`src/rtl/grf_wb_pkg.sv`:
```
// grf_wb_pkg: shared constants and types for the GRF writeback arbiter.
//   AW_DEF / DW_DEF     : default register-address and data/pc widths
//   REQ_ALU/MEM/LINK    : requester slot indices on the packed request buses
//   wb_req_t            : one writeback request {addr, data, pc} at default widths
package grf_wb_pkg;
  localparam int AW_DEF = 5;
  localparam int DW_DEF = 32;

  localparam int REQ_ALU  = 0;
  localparam int REQ_MEM  = 1;
  localparam int REQ_LINK = 2;

  typedef struct packed {
    logic [AW_DEF-1:0] addr;
    logic [DW_DEF-1:0] data;
    logic [DW_DEF-1:0] pc;
  } wb_req_t;
endpackage

```
`src/rtl/grf_wb_arbiter_rr.sv`:
```
// rr_arbiter: combinational rotate-priority arbiter.
//   req   in  N   request vector
//   ptr   in  IW  highest-priority index this cycle (must be < N)
//   en    in  1   grant enable; all-zero grant when low
//   grant out N   one-hot grant (zero if none)
//   idx   out IW  encoded index of the granted bit
//   any   out 1   a grant was issued
module rr_arbiter #(
  parameter int N  = 3,
  parameter int IW = (N > 1) ? $clog2(N) : 1
) (
  input  logic [N-1:0]  req,
  input  logic [IW-1:0] ptr,
  input  logic          en,
  output logic [N-1:0]  grant,
  output logic [IW-1:0] idx,
  output logic          any
);
  logic [IW-1:0] w_j;

  // Scan ptr, ptr+1, ... wrapping; first requester seen wins.
  always_comb begin
    grant = '0;
    idx   = '0;
    any   = 1'b0;
    w_j   = '0;
    for (int k = 0; k < N; k++) begin
      w_j = IW'((int'(ptr) + k) % N);
      if (en && !any && req[w_j]) begin
        any        = 1'b1;
        grant[w_j] = 1'b1;
        idx        = w_j;
      end
    end
  end
endmodule

```
`src/rtl/grf_wb_arbiter.sv`:
```
// grf_wb_arbiter: shares the single GRF write port between NREQ writeback
// requesters with a round-robin valid/ready grant; one registered write per
// cycle; flags same-cycle writes from different requesters to one nonzero reg.
//   clk, reset_n           clock (rising) / async active-low reset
//   hold                   pipeline freeze, suppresses all grants
//   req_valid/req_ready    per-requester handshake (ready is one-hot)
//   req_addr/data/pc       packed request fields, requester i at [i*W +: W]
//   grf_we/a3/wd/pc        registered GRF write port
//   conflict               registered diagnostic pulse
// Optional macro GRF_WB_TRACE_EN: simulation trace line per transfer.
module grf_wb_arbiter
  import grf_wb_pkg::*;
#(
  parameter int NREQ = 3,
  parameter int AW   = AW_DEF,
  parameter int DW   = DW_DEF
) (
  input  logic               clk,
  input  logic               reset_n,
  input  logic               hold,
  input  logic [NREQ-1:0]    req_valid,
  output logic [NREQ-1:0]    req_ready,
  input  logic [NREQ*AW-1:0] req_addr,
  input  logic [NREQ*DW-1:0] req_data,
  input  logic [NREQ*DW-1:0] req_pc,
  output logic               grf_we,
  output logic [AW-1:0]      grf_a3,
  output logic [DW-1:0]      grf_wd,
  output logic [DW-1:0]      grf_pc,
  output logic               conflict
);
  localparam int IW = (NREQ > 1) ? $clog2(NREQ) : 1;

  logic [NREQ-1:0][AW-1:0] w_addr;
  logic [NREQ-1:0][DW-1:0] w_data;
  logic [NREQ-1:0][DW-1:0] w_pc;
  logic [NREQ-1:0]         w_grant;
  logic [IW-1:0]           w_idx;
  logic                    w_xfer;
  logic                    w_conflict;
  logic [IW-1:0]           w_ptr_nxt;

  logic [IW-1:0] r_ptr;
  logic          r_we;
  logic [AW-1:0] r_a3;
  logic [DW-1:0] r_wd;
  logic [DW-1:0] r_pc;
  logic          r_conflict;

  assign w_addr = req_addr;
  assign w_data = req_data;
  assign w_pc   = req_pc;

  rr_arbiter #(.N(NREQ), .IW(IW)) u_rr (
    .req   (req_valid),
    .ptr   (r_ptr),
    .en    (!hold),
    .grant (w_grant),
    .idx   (w_idx),
    .any   (w_xfer)
  );

  // The grant only ever selects a valid requester, so any grant is a transfer.
  assign req_ready = w_grant;

  assign w_ptr_nxt = (w_idx == IW'(NREQ - 1)) ? '0 : w_idx + IW'(1);

  // Pairwise compare; address 0 is never a real destination. hold ignored.
  always_comb begin
    w_conflict = 1'b0;
    for (int i = 0; i < NREQ; i++)
      for (int j = i + 1; j < NREQ; j++)
        if (req_valid[i] && req_valid[j] && (w_addr[i] == w_addr[j]) && (|w_addr[i]))
          w_conflict = 1'b1;
  end

  always_ff @(posedge clk or negedge reset_n) begin
    if (!reset_n) begin
      r_ptr      <= '0;
      r_we       <= 1'b0;
      r_a3       <= '0;
      r_wd       <= '0;
      r_pc       <= '0;
      r_conflict <= 1'b0;
    end else begin
      r_we       <= w_xfer;
      r_conflict <= w_conflict;
      if (w_xfer) begin
        r_ptr <= w_ptr_nxt;
        r_a3  <= w_addr[w_idx];
        r_wd  <= w_data[w_idx];
        r_pc  <= w_pc[w_idx];
      end
    end
  end

  assign grf_we   = r_we;
  assign grf_a3   = r_a3;
  assign grf_wd   = r_wd;
  assign grf_pc   = r_pc;
  assign conflict = r_conflict;

`ifdef GRF_WB_TRACE_EN
  always @(posedge clk) begin
    if (reset_n && w_xfer)
      $display("%d@%h: $%d <= %h", $time, w_pc[w_idx], w_addr[w_idx], w_data[w_idx]);
  end
`else
`endif
endmodule
```
`config.mk`:
```
export PLATFORM = sky130hd
export DESIGN_NAME = grf_wb_arbiter
export DESIGN_NICKNAME = d
export VERILOG_FILES = /design/src/rtl/grf_wb_pkg.sv /design/src/rtl/grf_wb_arbiter_rr.sv /design/src/rtl/grf_wb_arbiter.sv
export SDC_FILE = /design/constraint.sdc
export NUM_CORES = 1
export LEC_CHECK = 0
export BUFFER_PORTS_ARGS = -buffer_cell sky130_fd_sc_hd__buf_2
export CAP_MARGIN = 20
export CORE_AREA = 2 2 113 115
export DETAILED_ROUTE_END_ITERATION = 10
export DIE_AREA = 0 0 115 117
export GPL_ROUTABILITY_DRIVEN = 0
export PLACE_DENSITY = 0.69
export SYNTH_ARGS = -nofsm -noshare
export SYNTH_HDL_FRONTEND = slang
export SYNTH_SLANG_ARGS = --single-unit
export TNS_END_PERCENT = 20
```
`constraint.sdc`:
```
create_clock -name clk -period 4.1 [get_ports clk]
set_clock_uncertainty 0.15 [all_clocks]
set_input_delay 0.205 -clock clk [delete_from_list [all_inputs] [get_ports clk]]
set_output_delay 0.205 -clock clk [all_outputs]
set_load 0.005 [all_outputs]
```
==> results of run 1 <==
==> cell families after synthesis <==
| family | after synthesis | share of synthesized area |
|---|---|---|
| AO/OA/AOI/OAI | 123 | 0.253 |
| flip-flops | 73 | 0.433 |
| AND/OR/NAND/NOR | 71 | 0.0785 |
| buffers and inverters | 83 | 0.0857 |
| adder cells (fa/ha/maj) | 4 | 0.0119 |
| multiplexers | 46 | 0.109 |
| XOR/XNOR | 14 | 0.0290 |
==> power groups by stage <==
| stage | logic [mW] | clock network [mW] | registers [mW] |
|---|---|---|---|
| floorplan | 1.22 | 0 | 1.28 |
| global placement | 1.91 | 0 | 1.27 |
| detailed placement | 1.97 | 0 | 1.27 |
| CTS | 2.26 | 0.874 | 1.27 |
| global route | 2.50 | 0.898 | 1.31 |
| finish | 2.27 | 0.851 | 1.27 |
==> sequential cells by signal (all words and copies together) (netlist names) <==
register,count
r_ptr,2
grf_wd,32
grf_pc,32
grf_a3,5
conflict,1
grf_we,1
==> cells in the final DEF, fill, tap and decap left out, drive strengths merged, types with 4 or more instances in the layout <==
cell type / synthesis / layout
clkinv: 1 / 4
a221oi: 43 / 43
xnor2: 10 / 10
clkbuf: 18 / 11
mux2i: 46 / 46
a221o: 27 / 27
inv: 47 / 47
buf: 17 / 293
a22o: 27 / 27
dfrtp: 73 / 73
ha: 4 / 4
nand2: 4 / 4
dlygate4sd3: 0 / 89
a21o: 4 / 4
o21ai: 6 / 6
nor2: 47 / 47
xor2: 4 / 4
==> layout make-up <==
class,count,area (um^2),share of cell area
Clock buffer,11,243,0.0349
Tap cell,150,188,0.0270
Timing Repair Buffer,382,2380,0.342
Multi-Input combinational cell,258,2060,0.297
Clock inverter,5,78.8,0.0113
Inverter,48,180,0.0259
Sequential cell,73,1830,0.263
==> worst paths after layout <==
check / slack (ps) / to / startpoint
max: 450 / grf_wd[11] / r_ptr[1]
min: 20 / grf_a3[3] / req_addr[8]
max reg2reg: 450 / grf_wd[11] / r_ptr[1]
min reg2reg: 400 / r_ptr[0] / r_ptr[0]
max in group asynchronous: 2760 / grf_pc[12] / reset_n
min in group asynchronous: 390 / grf_pc[4] / reset_n
==> critical path, cell delays in order (launching register included) <==
cell and delay, ps:
dfrtp_1 410, inv_1 90, ha_1 350, mux2i_1 380
or3b_1 260, a32o_2 440, nor2b_4 650, a221o_1 250
dlygate4sd3_1 580
==> routing by layer <==
layer / vias up / routed length, um
li1: 2268 / -
met1: 2303 / 5830
met2: 237 / 7850
met3: 20 / 1080
met4: 0 / 209
met5: - / 0
==> through the flow <==
| stage | util | hold WS, ps | power (mW) | cells | setup slack (ps) |
|---|---|---|---|---|---|
| 5_1_grt | 0.565 | 38.1 | 4.71 | 927 | 201 |
| 3_5_place_dp | 0.467 | 262 | 3.23 | 822 | 1010 |
| 4_1_cts | 0.565 | 3.61 | 4.40 | 927 | 460 |
| 3_3_place_gp | 0.467 | 250 | 3.18 | 822 | 1190 |
| 6_report | 0.565 | 18.9 | 4.40 | 927 | 452 |
| 2_1_floorplan | - | -241 | 2.50 | 414 | 1510 |
==> impl_results.md, run 1 <==
* Biggest area consumer among synthesized cells: dfrtp_1
* Leak pwr at 3.40 nW
* Power Density at 632 nW/um^2
* CP Max Fanout at 27
* Vias post-DR at 4,828
* Final hold vios at 0
* Max-cap violations at 0
* Critical path capture point type: flip-flop
* Final period utilization at 0.890
* Finished Cell Area at 6960 um^2
* # hold bufs at CTS at 89
* # nets final at 989
* # resized after CTS at 0
* Syn. warnings at 0
* Drt drc at 0
* Global Route Usage Sum at 0.215
* Post-synth net total at 631
* Post-synth top cells: dfrtp_1, inv_1, nor2_1, mux2i_1, a221oi_1
* Layout cells sized above 1 at 0.403
* Layout area overhead at 64.8%
* Comb pwr share at 0.517
* Mapped cell area at 4220 um^2
* First-pass GRT wire length at 22.7 mm
* Core Area at 12,300 um^2
* Synth area leaders: dfrtp_1, mux2i_1, a221oi_1, a221o_1, a22o_1
* Initial antenna violation count at 0
* Syn avg cell area at 10.2 um^2
* Hold Crit Depth at 3
* HP Class: in -> reg
* Min Clock Period, post-route at 3650 ps
* I/O pin total at 287
* Ys async rst share at 1.00
* Primary FF master, synth: dfrtp_1
* Initial Util at 0.343
* Inserted Clock Buffers at 9
* Setup TNS at 0 ps
* Clock-pin slew on the worst setup and hold paths at 60 ps
* First-pass DRT Iterations at 5
* Largest net degree at the start of global routing at 74
* Routed vias/inst at 5.21
* Placed inst area at 5740 um^2
* GR Layer Usage met1 at 0.244
* Slew HR at 0.373
* Seq cells post-synth at 73
* Max IR drop VDD at 0.254 mV
* H-tree depth at 3
* R2R depth at 8
* Die height at 117 um
* Root buf cell: clkbuf_16
* DP HPWL at 10.1 mm
* Yosys cell types at 41
* Die area at 13,500 um^2
* Std cell rows at 41
* Routed length per placed instance at 16.2 um
* Switching Share at 0.359
* CP required at 4210 ps
* Share of the synthesized area in the top cell type at 0.433
* Sequential power share at 0.290
* Worst Tran Pin Value at 941 ps
* Setup crit start kind: flip-flop
* Port bufs at 286
* Final slew viol count at 0
* Final setup fails at 0
* Die W at 115 um
* M2 GR Usage at 0.397
* Clock buffer depth at 2
* Sequential area share after synthesis at 0.433
* 1st-iter DRT viols at 263
* CTS tree: built
* N_diodes at 0
* Number of global-route vias before repair at 4,833
* Grt ovf at 0
* Final wirelength at 15.0 mm
* P_int at 2.82 mW
* Worst skew pair latency at 330 ps
* Post-CTS setup buffers at 0
* Most common cell in the netlist: dfrtp_1
* Arrival time worst endpoint at 3760 ps
* Unrepaired setup endpoints after global routing: false
* Max Fclk at 0.274 GHz
* Filler cell count in the final layout at 1,059
* Syn Inst Count at 414
* EDFF count, synth at 0
* Clock tree sinks at 73
* Met3 Usage GRT at 0.0474
* NetSw at 1.58 mW
* Clk pwr share at 0.193
* ANT nets after route at 0
* Crit Path Class: reg -> reg
* Status: finished, final reports clean
* GRT Max-Usage Layer: met2
(Power assumes the default switching activity.)
==> inputs of run 2 (changes only) <==
CELL_PAD_IN_SITES_DETAIL_PLACEMENT = 1   (was unset)
CELL_PAD_IN_SITES_GLOBAL_PLACEMENT = 1   (was unset)
CORE_AREA = unset   (was 2 2 113 115)
CORE_ASPECT_RATIO = 1.5   (was unset)
CORE_MARGIN = 2   (was unset)
CORE_UTILIZATION = 32   (was unset)
DIE_AREA = unset   (was 0 0 115 117)
PLACE_DENSITY = unset   (was 0.69)
PLACE_DENSITY_LB_ADDON = 0.1   (was unset)
==> impl_results.md, run 2 (synthesis results as in run 1) <==
* DP HPWL at 11.8 mm (+17%)
* Sequential power share at 0.286 (-0.004)
* Filler cell count in the final layout at 1,530 (+44%)
* Critical path capture point type: flip-flop
* P_int at 2.77 mW (-2.0%)
* Std cell rows at 51 (+24%)
* Inserted Clock Buffers at 9 (unchanged)
* Drt drc at 0 (unchanged)
* Final setup fails at 0 (unchanged)
* Slew HR at 0.346 (-0.0272)
* Max-cap violations at 0 (unchanged)
* Power Density at 636 nW/um^2 (+0.55%)
* Final hold vios at 0 (unchanged)
* I/O pin total at 287 (unchanged)
* Setup crit start kind: flip-flop
* Cell Count Post-Placement at 829 (+0.85%)
* Crit Path Class: reg -> reg
* Most common cell after layout, fill and taps aside: buf_2
* Final period utilization at 0.900 (+0.0106)
* # nets final at 986 (-0.30%)
* Total power at 4.42 mW (+0.36%)
* Final wirelength at 17.8 mm (+19%)
* Largest net degree at the start of global routing at 74 (unchanged)
* Vias post-DR at 4,910 (+1.7%)
* HP Class: in -> reg
* Non-Filler Instances at 933 (+0.65%)
* Clock buffer depth at 2 (unchanged)
* Initial Util at 0.326 (-0.0170)
* Unrepaired setup endpoints after global routing: false
* Die height at 145 um (+24%)
* Comb pwr share at 0.534 (+0.017)
* Most frequent cells in the layout: buf_2, dlygate4sd3_1, dfrtp_1
* Min Clock Period, post-route at 3690 ps (+43.3 ps)
* H-tree depth at 3 (unchanged)
* Clock-pin slew on the worst setup and hold paths at 60 ps (about the same)
* Final slew viol count at 0 (unchanged)
* FF-to-FF End: grf_wd[8]
* Core Area at 13,000 um^2 (+5.2%)
* Core Util, Final at 0.536 (-0.0290)
* Die area at 14,100 um^2 (+5.1%)
* Port bufs at 286 (unchanged)
* ANT nets after route at 0 (unchanged)
* NetSw at 1.65 mW (+4.5%)
* Hold EP: grf_a3[0]
* Layout cells sized above 1 at 0.402 (-0.000503)
* Clk pwr share at 0.180 (-0.013)
* First-pass GRT wire length at 27.8 mm (+23%)
* Worst Tran Pin Value at 982 ps (+40.8 ps)
* CTS tree: built
* Routed length per placed instance at 19.0 um (+18%)
* Max IR drop VDD at 0.246 mV (-3.1%)
* Clock tree sinks at 73 (unchanged)
* Routed vias/inst at 5.26 (+1.0%)
* Hold path startpoint: req_addr[5]
* CP required at 4210 ps (about the same)
* Worst skew pair latency at 330 ps (about the same)
* Setup TNS at 0 ps (unchanged)
* Number of global-route vias before repair at 5,338 (+10%)
* R2R depth at 9 (+1)
* Max Fclk at 0.271 GHz (-1.2%)
* R2r startpoint: r_ptr[1]
* Layout area overhead at 64.5%
* Global Route Usage Sum at 0.248 (+0.0330)
* Grt ovf at 0 (unchanged)
* CP Max Fanout at 51 (+89%)
* Leak pwr at 3.38 nW (-0.70%)
* Root buf cell: clkbuf_16
* Arrival time worst endpoint at 3800 ps (+40 ps)
* 1st-iter DRT viols at 126 (-52%)
* Hold Crit Depth at 3 (unchanged)
* Switching Share at 0.373 (+0.0148)
* Initial antenna violation count at 0 (unchanged)
* First-pass DRT Iterations at 4 (-1)
* Status: finished, final reports clean
* R2R setup slack at 410 ps (-40 ps)
* Die W at 97.8 um (-15%)
[run 2: cell count changes in the layout (fill, tap and decap cells not counted)]
cell,change
dlygate4sd3_1,-1
buf_4,-4
clkinvlp_4,+1
bufinv_16,-1
buf_12,+2
diode_2,+1
clkbuf_1,-1
[run 2: what timing repair did]
item	in CTS	in global routing
endpoints found under the hold margin	136	0
gates resized for setup	0	0
hold buffers	88	0
setup buffers	0	0
[run 2: worst max-delay path: stages (launching register included)]
cell,delay (ps)
dfrtp_1,420
inv_1,90
ha_1,350
mux2i_1,300
nor3b_1,340
nand3_1,180
a31oi_4,620
buf_12,330
a221o_1,210
dlygate4sd3_1,590
[run 2: worst max path at each step]
stage	slack, ps	cells past startpoint	from	to
detailed placement	970	8	r_ptr[1]	grf_wd[21]
global route	100	9	r_ptr[1]	grf_wd[8]
finish	410	9	r_ptr[1]	grf_wd[8]
floorplan	1510	11	r_ptr[1]	grf_wd[11]
CTS	450	9	r_ptr[1]	grf_wd[22]
global placement	1090	8	r_ptr[1]	grf_wd[12]
[run 2: through the flow]
step	hold WS (ps)	worst slack [ps]	cell area, um^2
5_1_grt	15.3	102	6940
6_report	14.9	408	6940
3_3_place_gp	284	1090	5770
2_1_floorplan	-241	1510	4220
4_1_cts	8.07	455	6940
3_5_place_dp	279	974	5770
[run 2: area by class of cell]
type / instances / area, um^2 / share of cell area
Multi-Input combinational cell: 258 / 2060 / 0.297
Timing Repair Buffer: 379 / 2380 / 0.342
Inverter: 48 / 180 / 0.0259
Antenna cell: 1 / 2.50 / 0.000360
Tap cell: 159 / 199 / 0.0286
Clock inverter: 5 / 56.3 / 0.00811
Sequential cell: 73 / 1830 / 0.263
Clock buffer: 10 / 239 / 0.0344
[run 2: per-layer routing]
layer  GRT usage  wire length (um)
met2       0.463              9610
met4      0.0994               544
met5           0                 0
met1       0.275              6550
met3      0.0504              1050
[run 2: power by group through the flow]
| stage | Clock (mW) | Combinational [mW] | Sequential, mW |
|---|---|---|---|
| floorplan | 0 | 1.22 | 1.28 |
| global placement | 0 | 1.99 | 1.26 |
| detailed placement | 0 | 2.04 | 1.27 |
| CTS | 0.816 | 2.35 | 1.26 |
| finish | 0.795 | 2.36 | 1.26 |
| global route | 0.844 | 2.59 | 1.31 |
